### config.mk
export PLATFORM = sky130hd
export DESIGN_NAME = alu_multicycle_unit
export DESIGN_NICKNAME = d
export VERILOG_FILES = /design/src/rtl/alu_multicycle_unit.sv
export SDC_FILE = /design/constraint.sdc
export NUM_CORES = 2
export LEC_CHECK = 0
export CORE_ASPECT_RATIO = 1.4
export CORE_MARGIN = 4
export CORE_UTILIZATION = 45
export CTS_BUF_LIST = sky130_fd_sc_hd__clkbuf_4
export DETAILED_ROUTE_END_ITERATION = 12
export PLACE_DENSITY = 0.6
export SLEW_MARGIN = 30
export SYNTH_ARGS = -nofsm -noshare
export SYNTH_HDL_FRONTEND = slang
export SYNTH_SLANG_ARGS = --single-unit
### constraint.sdc
create_clock -name clk -period 10.1 [get_ports clk]
set_input_delay 1.515 -clock clk [delete_from_list [all_inputs] [get_ports clk]]
set_output_delay 1.515 -clock clk [all_outputs]
set_load 0.05 [all_outputs]
### src/rtl/alu_multicycle_unit.sv
// Handshaked execute-stage ALU. Single-cycle ADD/SUB/CMP/logic/shift/MOV,
// iterative shift-add MUL (or single-cycle when FAST_MUL=1) and iterative
// restoring DIV/MOD. CMP flags are registered and held between compares.
module alu_multicycle_unit #(
    parameter int unsigned WIDTH    = 32,
    parameter bit          FAST_MUL = 1'b0
) (
    input  logic             clk,
    input  logic             reset,
    input  logic             flush,
    input  logic             in_valid,
    output logic             in_ready,
    input  logic [12:0]      op,
    input  logic [WIDTH-1:0] operand_a,
    input  logic [WIDTH-1:0] operand_b,
    output logic             out_valid,
    input  logic             out_ready,
    output logic [WIDTH-1:0] result,
    output logic [1:0]       flags,
    output logic             div_by_zero
);

    localparam int unsigned CW = $clog2(WIDTH);

    typedef enum logic [1:0] {S_IDLE, S_BUSY, S_DONE} state_t;
    typedef enum logic [1:0] {IT_MUL, IT_DIV, IT_MOD} iter_t;

    state_t           r_state;
    state_t           w_state_nxt;
    iter_t            r_iter;
    logic [CW-1:0]    r_cnt;
    logic [WIDTH-1:0] r_result;
    logic [1:0]       r_flags;
    logic             r_dbz;

    // Iteration registers are shared by MUL and DIV/MOD:
    //   MUL: r_lo = accumulator, r_x = multiplicand (shifts left), r_y = multiplier (shifts right)
    //   DIV: r_lo = partial remainder, r_x = divisor, r_y = dividend shifting into quotient
    logic [WIDTH-1:0] r_lo;
    logic [WIDTH-1:0] r_x;
    logic [WIDTH-1:0] r_y;

    logic [12:0]      w_op_sel;
    logic             w_iterative;
    logic             w_accept;
    logic             w_last_iter;
    logic [WIDTH-1:0] w_single;
    logic [WIDTH-1:0] w_diff;
    logic [WIDTH-1:0] w_prod;
    logic [WIDTH-1:0] w_asr;
    logic             w_big_shamt;
    logic [WIDTH-1:0] w_lo_nxt;
    logic [WIDTH-1:0] w_x_nxt;
    logic [WIDTH-1:0] w_y_nxt;
    logic [WIDTH:0]   w_rem_sh;
    logic             w_rem_ge;

    // Lowest set bit of a multi-hot op wins; op==0 decodes to nothing (result 0).
    always_comb begin
        w_op_sel    = op & (~op + 13'd1);
        w_iterative = w_op_sel[4] | w_op_sel[5] | (w_op_sel[3] & !FAST_MUL);
        w_accept    = in_valid & in_ready & ~flush;
        w_last_iter = (r_cnt == CW'(WIDTH - 1));
    end

    // Single-cycle datapath, evaluated on the live operands at accept time.
    always_comb begin
        w_diff      = operand_a - operand_b;
        w_prod      = operand_a * operand_b;
        w_big_shamt = |operand_b[WIDTH-1:CW];
        w_asr       = $signed(operand_a) >>> operand_b[CW-1:0];
        w_single    = '0;
        case (1'b1)
            w_op_sel[0]:  w_single = operand_a + operand_b;
            w_op_sel[1]:  w_single = w_diff;
            w_op_sel[2]:  w_single = w_diff;
            w_op_sel[3]:  w_single = w_prod;
            w_op_sel[6]:  w_single = w_big_shamt ? '0 : (operand_a << operand_b[CW-1:0]);
            w_op_sel[7]:  w_single = w_big_shamt ? '0 : (operand_a >> operand_b[CW-1:0]);
            w_op_sel[8]:  w_single = w_big_shamt ? {WIDTH{operand_a[WIDTH-1]}} : w_asr;
            w_op_sel[9]:  w_single = operand_a | operand_b;
            w_op_sel[10]: w_single = operand_a & operand_b;
            w_op_sel[11]: w_single = ~operand_a;
            w_op_sel[12]: w_single = operand_b;
            default:      w_single = '0;
        endcase
    end

    // One step of shift-add multiply or restoring division.
    always_comb begin
        w_rem_sh = {r_lo, r_y[WIDTH-1]};
        w_rem_ge = (w_rem_sh >= {1'b0, r_x});
        if (r_iter == IT_MUL) begin
            w_lo_nxt = r_lo + (r_y[0] ? r_x : '0);
            w_x_nxt  = r_x << 1;
            w_y_nxt  = r_y >> 1;
        end else begin
            // The true remainder always fits WIDTH bits, so a WIDTH-bit subtract suffices.
            w_lo_nxt = w_rem_ge ? (w_rem_sh[WIDTH-1:0] - r_x) : w_rem_sh[WIDTH-1:0];
            w_x_nxt  = r_x;
            w_y_nxt  = {r_y[WIDTH-2:0], w_rem_ge};
        end
    end

    // State register.
    always_ff @(posedge clk) begin
        if (reset) r_state <= S_IDLE;
        else       r_state <= w_state_nxt;
    end

    // Next-state logic; flush overrides everything, including a same-cycle accept.
    always_comb begin
        w_state_nxt = r_state;
        case (r_state)
            S_IDLE: if (in_valid) w_state_nxt = w_iterative ? S_BUSY : S_DONE;
            S_BUSY: if (w_last_iter) w_state_nxt = S_DONE;
            S_DONE: if (out_ready) w_state_nxt = in_valid ? (w_iterative ? S_BUSY : S_DONE) : S_IDLE;
            default: w_state_nxt = S_IDLE;
        endcase
        if (flush) w_state_nxt = S_IDLE;
    end

    // Handshake outputs decoded from the state.
    always_comb begin
        in_ready  = (r_state == S_IDLE) | ((r_state == S_DONE) & out_ready);
        out_valid = (r_state == S_DONE);
    end

    // Operand capture, iteration and result/flag registers.
    always_ff @(posedge clk) begin
        if (reset) begin
            r_result <= '0;
            r_flags  <= '0;
            r_dbz    <= 1'b0;
            r_cnt    <= '0;
            r_iter   <= IT_MUL;
            r_lo     <= '0;
            r_x      <= '0;
            r_y      <= '0;
        end else if (flush) begin
            r_cnt <= '0;
        end else if (w_accept) begin
            if (w_iterative) begin
                r_cnt <= '0;
                r_lo  <= '0;
                if (w_op_sel[3]) begin
                    r_iter <= IT_MUL;
                    r_x    <= operand_a;
                    r_y    <= operand_b;
                end else begin
                    r_iter <= w_op_sel[4] ? IT_DIV : IT_MOD;
                    r_x    <= operand_b;
                    r_y    <= operand_a;
                end
            end else begin
                r_result <= w_single;
                r_dbz    <= 1'b0;
                if (w_op_sel[2])
                    r_flags <= {~w_diff[WIDTH-1] & (|w_diff), ~(|w_diff)};
            end
        end else if (r_state == S_BUSY) begin
            r_lo  <= w_lo_nxt;
            r_x   <= w_x_nxt;
            r_y   <= w_y_nxt;
            r_cnt <= r_cnt + CW'(1);
            if (w_last_iter) begin
                r_cnt    <= '0;
                r_result <= (r_iter == IT_DIV) ? w_y_nxt : w_lo_nxt;
                r_dbz    <= (r_iter != IT_MUL) && (r_x == '0);
            end
        end
    end

    assign result      = r_result;
    assign flags       = r_flags;
    assign div_by_zero = r_dbz;

endmodule

Word-level counts from Yosys, hierarchy flattened --
Cells that the tools add are included.
Storage, ports and cells: register bits 140, latch bits 0, bits in writable memories 0, ROM bits 0, bits of input ports 82, output and inout bits 37, logic and storage cells 114, memories kept 0
Operators by class: add/sub/neg operators 6, $mul 1, divide/modulo/power cells 0, order comparisons 1, eq/ne operators 9, shifts and indexed selects 3, muxes and demuxes 51, bitwise operators 16, reduce and logical (&&, ||, !) cells 18
Operators with widths (count):
- $mux 32 | 35
- $add 32x32->32 | 2
- $sub 32x32->32 | 2
- $ge 33x32->1 | 1
- $and 32x32->32 | 1
- $logic_not 32->1 | 1
- $mul 32x32->32 | 1
- $not 32->32 | 1
- $or 32x32->32 | 1
- $reduce_or 32->1 | 1
- $shl 32x5->32 | 1
- $shr 32x5->32 | 1
- $sshr 32x5->32 | 1
- $reduce_or 27->1 | 1
- $mux 5 | 4
- $mux 2 | 7
- $add 13x1->13 const B | 1
- $and 13x13->13 | 1
- $not 13->13 | 1
- $reduce_and 4->1 | 3
- $reduce_and 3->1 | 3
- $ne 2x2->1 const B | 4
- $reduce_bool 2->1 | 4
- $pmux 2 s3 | 1
- other kinds (13) | 26

Depth between registers and ports, before layout --
depth in word-level cells 16, gate-level depth with buffers 31, mapped depth without buffers 27

Worst setup path after synthesis --
Ideal clock, no wire load.
kind in2reg, start point in operand_b[2], end point reg r_result[30] (netlist: result[30]), library setup time 117 ps, arrival time 8996 ps, data required time 9983 ps, path slack 987 ps, stages on the path 26, buffers on the path 4, path through clkinv_1 buf_1 clkbuf_1 buf_1 buf_1 nor2_1 fa_1 fa_1 fa_1 inv_1 fa_1 inv_1 fa_1 fa_1 fa_1 fa_1 ha_1 a21o_1 a21o_1 a21oi_1 o21ai_0 a41oi_1 mux2i_1 o211ai_1 a211oi_1 and4b_1
Between the ends: longest elaborated chain between the ends 11, elaborated cells on any way between the ends 18, classes of those cells add/sub: 2; mul: 1; shift: 3; mux: 12
Ends and longest elaborated chain:
- start: declaration | RTL line 15 | input logic [WIDTH-1:0] operand_b,
- parallel branches: the longest is 8 deep, another holds $mul 32x32->32
- $mux 32 * | RTL line 73 | case (1'b1)
- $mux 32 * | RTL line 143 | if (w_iterative) begin
- $mux 32 * | RTL line 142 | end else if (w_accept) begin
- end signal: assignment | RTL line 156 | r_result <= w_single;
- end signal: assignment | RTL line 168 | r_result <= (r_iter == IT_DIV) ? w_y_nxt : w_lo_nxt;
- end: declaration | RTL line 32 | logic [WIDTH-1:0] r_result;
Mark *: on every way between the ends. The select of a mux whose other input is x is not followed. A chain may end at the register's enable or synchronous reset.

Worst setup path in the final report --
start point in operand_b[14], end point reg r_result[29] (netlist: result[29])
Between the ends: longest elaborated chain between the ends 11, elaborated cells on any way between the ends 16, classes of those cells add/sub: 2; mul: 1; mux: 12; reduce/logical: 1
Ends and longest elaborated chain (RTL line):
- parallel branches: the longest is 8 deep, another holds $mul 32x32->32
- $mux 32 * | 73
- $mux 32 * | 143
- $mux 32 * | 142
Marked as above.

==> results.md <==
- The height of the die is 340 um.
- The sum of net half-perimeters after detailed placement is ~150 mm.
- Post-CTS timing repair inserted 0 buffers for setup.
- The combined global-route utilization of all metal layers is 44.2%.
- The cell at the root of the clock tree is clkbuf_4.
- After clock tree synthesis, the flow added hold-fix buffers numbering 0.
- The standard-cell row count is ~120.
- The post-detailed-routing wire length is 189 mm.
- Once the floorplan was initialized, standard cells occupied between 40 and 50% of the core.
- In this run the critical register-to-register path is captured at result[17].
- The number of global-route vias before repair is 37200.
- The worst setup slack for register-to-register paths is 5.47 ns.
- The final weighted congestion of routability-driven global placement is between 1 and 1.5.
- The count of pins over their slew limit is 0.
- In this run the worst setup path begins at operand_b[14].
- The number of I/O pins is between 100 and 150.
- The number of remaining DRC errors is 0.
- The total overflow left after global routing is 0.
- The min-delay analysis places its worst path in the category reg2reg.
- The run finished with clean final reports.
- The startpoint class of the critical path is an input pin.
- The register area share after synthesis is approximately 7.9%.
- The commonest cells after synthesis are nor2_1 (617), inv_1 (504), nand2_1 (455).
- The count of state elements after synthesis is 140.
- The clock tree synthesis step divided the H-tree into 4 levels.
- Setup violations remaining at the end of the flow were counted as 0.
- For this run, the detailed router's first-pass iteration total came to 6.
- The clock buffer count from CTS is 25.
- The worst hold path depth is 2.
- The largest total area in the synthesized netlist belongs to fa_1.
- The worst setup path category is in2reg.
- The netlist area before placement is between 0.03 and 0.04 sq mm.
- The die covers slightly above 0.08 sq mm.
- Entering global routing, the biggest net connects 65 pins.
- The worst hold path begins at div_by_zero.
- The share of flip-flops with an asynchronous set or reset after synthesis is 0%.
- After clock tree synthesis, the clock-pin slew on the worst setup and hold paths is between 0.1 and 0.15 ns.
- The Yosys step of the flow raised 0 warnings.
- The peak clock frequency supported by timing is approximately 0.11 GHz.
- The total of buffers placed on input and output ports is approximately 120.
- For this design, the sink count on the clock tree is 140.
- In this run, the number of DRC markers left after iteration 0 of detailed routing was 4022.
- In this run, synthesis inferred 0 flip-flops with an integrated enable.
- The worst register-to-register path begins at r_x[10].
- By area the synthesized netlist is led by fa_1 (23%), ha_1 (10%), dfxtp_1 (7.9%).
- The average cell area after synthesis is 7.70 sq um.
- The transition time at the pin with the least slew margin is roughly 1.0 ns.
- Along the worst path, the maximum fanout reaches 16.
- The met3 track utilization from global routing is under 10%.
- In the final design database the tool counted around 5400 nets.
- For hold timing, the worst endpoint is div_by_zero.
- The final clock period utilization by the worst path is roughly 93%.
- The filler-free cell count of the finished design is between 5000 and 6000.
- The aggregate negative setup slack is 0 ns.
- When the netlist entered floorplanning its net count stood at 5370.
- At the worst endpoint, the arrival time is 9.94 ns.
- The storage element area is between 0.002 and 0.003 sq mm.
- The total number of vias is 37100.
- For this design the ratio of total power to cell area is around 380 mW/mm^2.
- Post-CTS repair changed the size of 0 cells.
- The global routing usage on met2 is between 70 and 80%.
- The wire length of the first global-routing pass is between 200 and 300 mm.
- After synthesis, the netlist uses approximately 110 different library cells.
- The initial antenna violation count is 11.
- The leakage power figure is 17.2 nW.
- The area taken by multi-input logic gates is 0.0294 sq mm.
- The maximum clock path buffer count is 3.
- The final routed wire length divided by cell count is 33.3 um.
- Setup repair after global routing left no endpoint under its margin.
- Max-cap violations in this run came to 0.
- The number of inserted filler cells in the final layout is 8041.
- The remaining antenna violation count after routing is 0.
- The time the worst path needs with I/O delays and setup is 9.39 ns.
- The clock skew is a little over 0.08 ns.
- The floorplan core area is around 0.078 sq mm.
- For the worst setup path, the data required time is 10.65 ns.
- The worst max-slew margin expressed relative to the limit is 29.8%.
- The count of endpoints failing hold in the final timing report is 0.
- The global-route track usage on met1 is between 40% and 50%.
- The clock insertion delay at the later pin of the skew report is approximately 0.70 ns.
- The area added between synthesis and finish is 8.46%.
- The cell total after placement is 5625.
- The per-cell via count in the routed design is approximately 6.5.
- The worst register-to-register path has a depth of 13.
- Among all cell types in the netlist, the one instantiated most often is nor2_1.
- Synthesis handed over a netlist of roughly 4600 instances.
- After synthesis, the largest area contributor takes up between 20% and 30% of total cell area.
- The most congested layer reported by global routing is met2.
- The kind of end point of the critical path is a flip-flop.
- VDD sags by at most between 700 and 800 uV.
- The chip width is 245 um.
- The share of post-route cells with drive strength above 1 is approximately 7.9%.
- The TritonCTS clock tree is built.
- The predominant post-synthesis flop cell is dfxtp_1.
[layer usage]
metal  up-vias  part of all wire, %
li1      15800                    -
met1     18200                   34
met2      2302                   46
met3       792                  8.2
met4         2                   11
met5         -               0.0053
[flip-flops by register name, indices dropped and copies added (netlist names)]
signal and cells:
flags 2, r_cnt 5, r_x 32, r_lo 32
result 32, div_by_zero 1, r_state 2, r_iter 2
r_y 32
[cells in the final DEF, fill, tap and decap left out, drive strengths merged, types with 64 or more instances in the layout]
cell           count
mux2i            106
a21oi            320
inv              510
nor3              74
dfxtp            140
nand2            455
ha               284
fa               412
buf              196
nor2             619
clkdlybuf4s50    112
o211ai           116
o21ai            203
xnor2             70
a211oi            64
nand3             90
[cell type report]
cell class                      count  share of cell area [%]
Multi-Input combinational cell   3612                    76.7
Sequential cell                   140                    7.31
Timing Repair Buffer              308                    6.83
Inverter                          521                    5.10
Tap cell                         1045                    3.41
Clock buffer                       29                   0.568
Clock inverter                      4                  0.0392
Antenna cell                        5                  0.0326
[worst max-delay path, stage by stage]
cell and delay (ns):
clkdlybuf4s50_1 0.67, inv_1 0.74, nor2_1 0.14, fa_1 0.54, fa_1 0.51, inv_1 0.05, fa_1 0.48, fa_1 0.51
fa_1 0.55, inv_1 0.05, fa_1 0.46, fa_1 0.53, fa_1 0.43, ha_1 0.43, nor2_1 0.19, nor3_1 0.52
a31oi_1 0.37, o21ai_0 0.34, nor4b_1 0.28, a21oi_1 0.16, a22o_1 0.29, a211oi_1 0.19
[stage by stage]
| stage | total power, mW | util [%] | worst slack [ns] | hold WS, ns | area (sq um) |
|---|---|---|---|---|---|
| 3_5_place_dp | 13.8 | 48.9 | 0.183 | 0.453 | 38100 |
| 6_report | 14.5 | 49.3 | 0.706 | 0.477 | 38300 |
| 5_1_grt | 15.6 | 49.3 | 0.559 | 0.501 | 38300 |
| 4_1_cts | 14.3 | 49.2 | 0.810 | 0.473 | 38300 |
| 3_3_place_gp | 13.9 | 48.9 | 0.223 | 0.451 | 38000 |
| 2_1_floorplan | 9.00 | - | 0.987 | 0.452 | 35300 |
[cell families (layout without fill, tap and decap cells)]
group	after synthesis	in the layout	synth area share [%]
other cells	0	5	0
compound gates	1163	1163	21.9
simple gates	1479	1479	18.4
buf+inv	840	862	9.16
fa+ha+maj	696	696	33.4
xor+xnor	100	100	2.48
flops	140	140	7.93
mux	174	174	6.79
[report_power, final]
group / switching, mW / internal (mW) / total (mW) / leakage [nW]
combinational: 8.47 / 5.11 / 13.6 / 15.9
clock: 0.233 / 0.133 / 0.366 / 0.140
sequential: 0.0120 / 0.561 / 0.573 / 1.13
total: 8.71 / 5.80 / 14.5 / 17.2
[worst max-delay path by stage]
stage | to | slack (ns) | cells after the start
after floorplan | result[30] | 0.99 | 26
after global placement | result[29] | 0.22 | 22
after detailed placement | result[29] | 0.18 | 23
after CTS | result[29] | 0.81 | 22
after global routing | result[29] | 0.56 | 22
final | result[29] | 0.71 | 22
(Power assumes the default switching activity.)
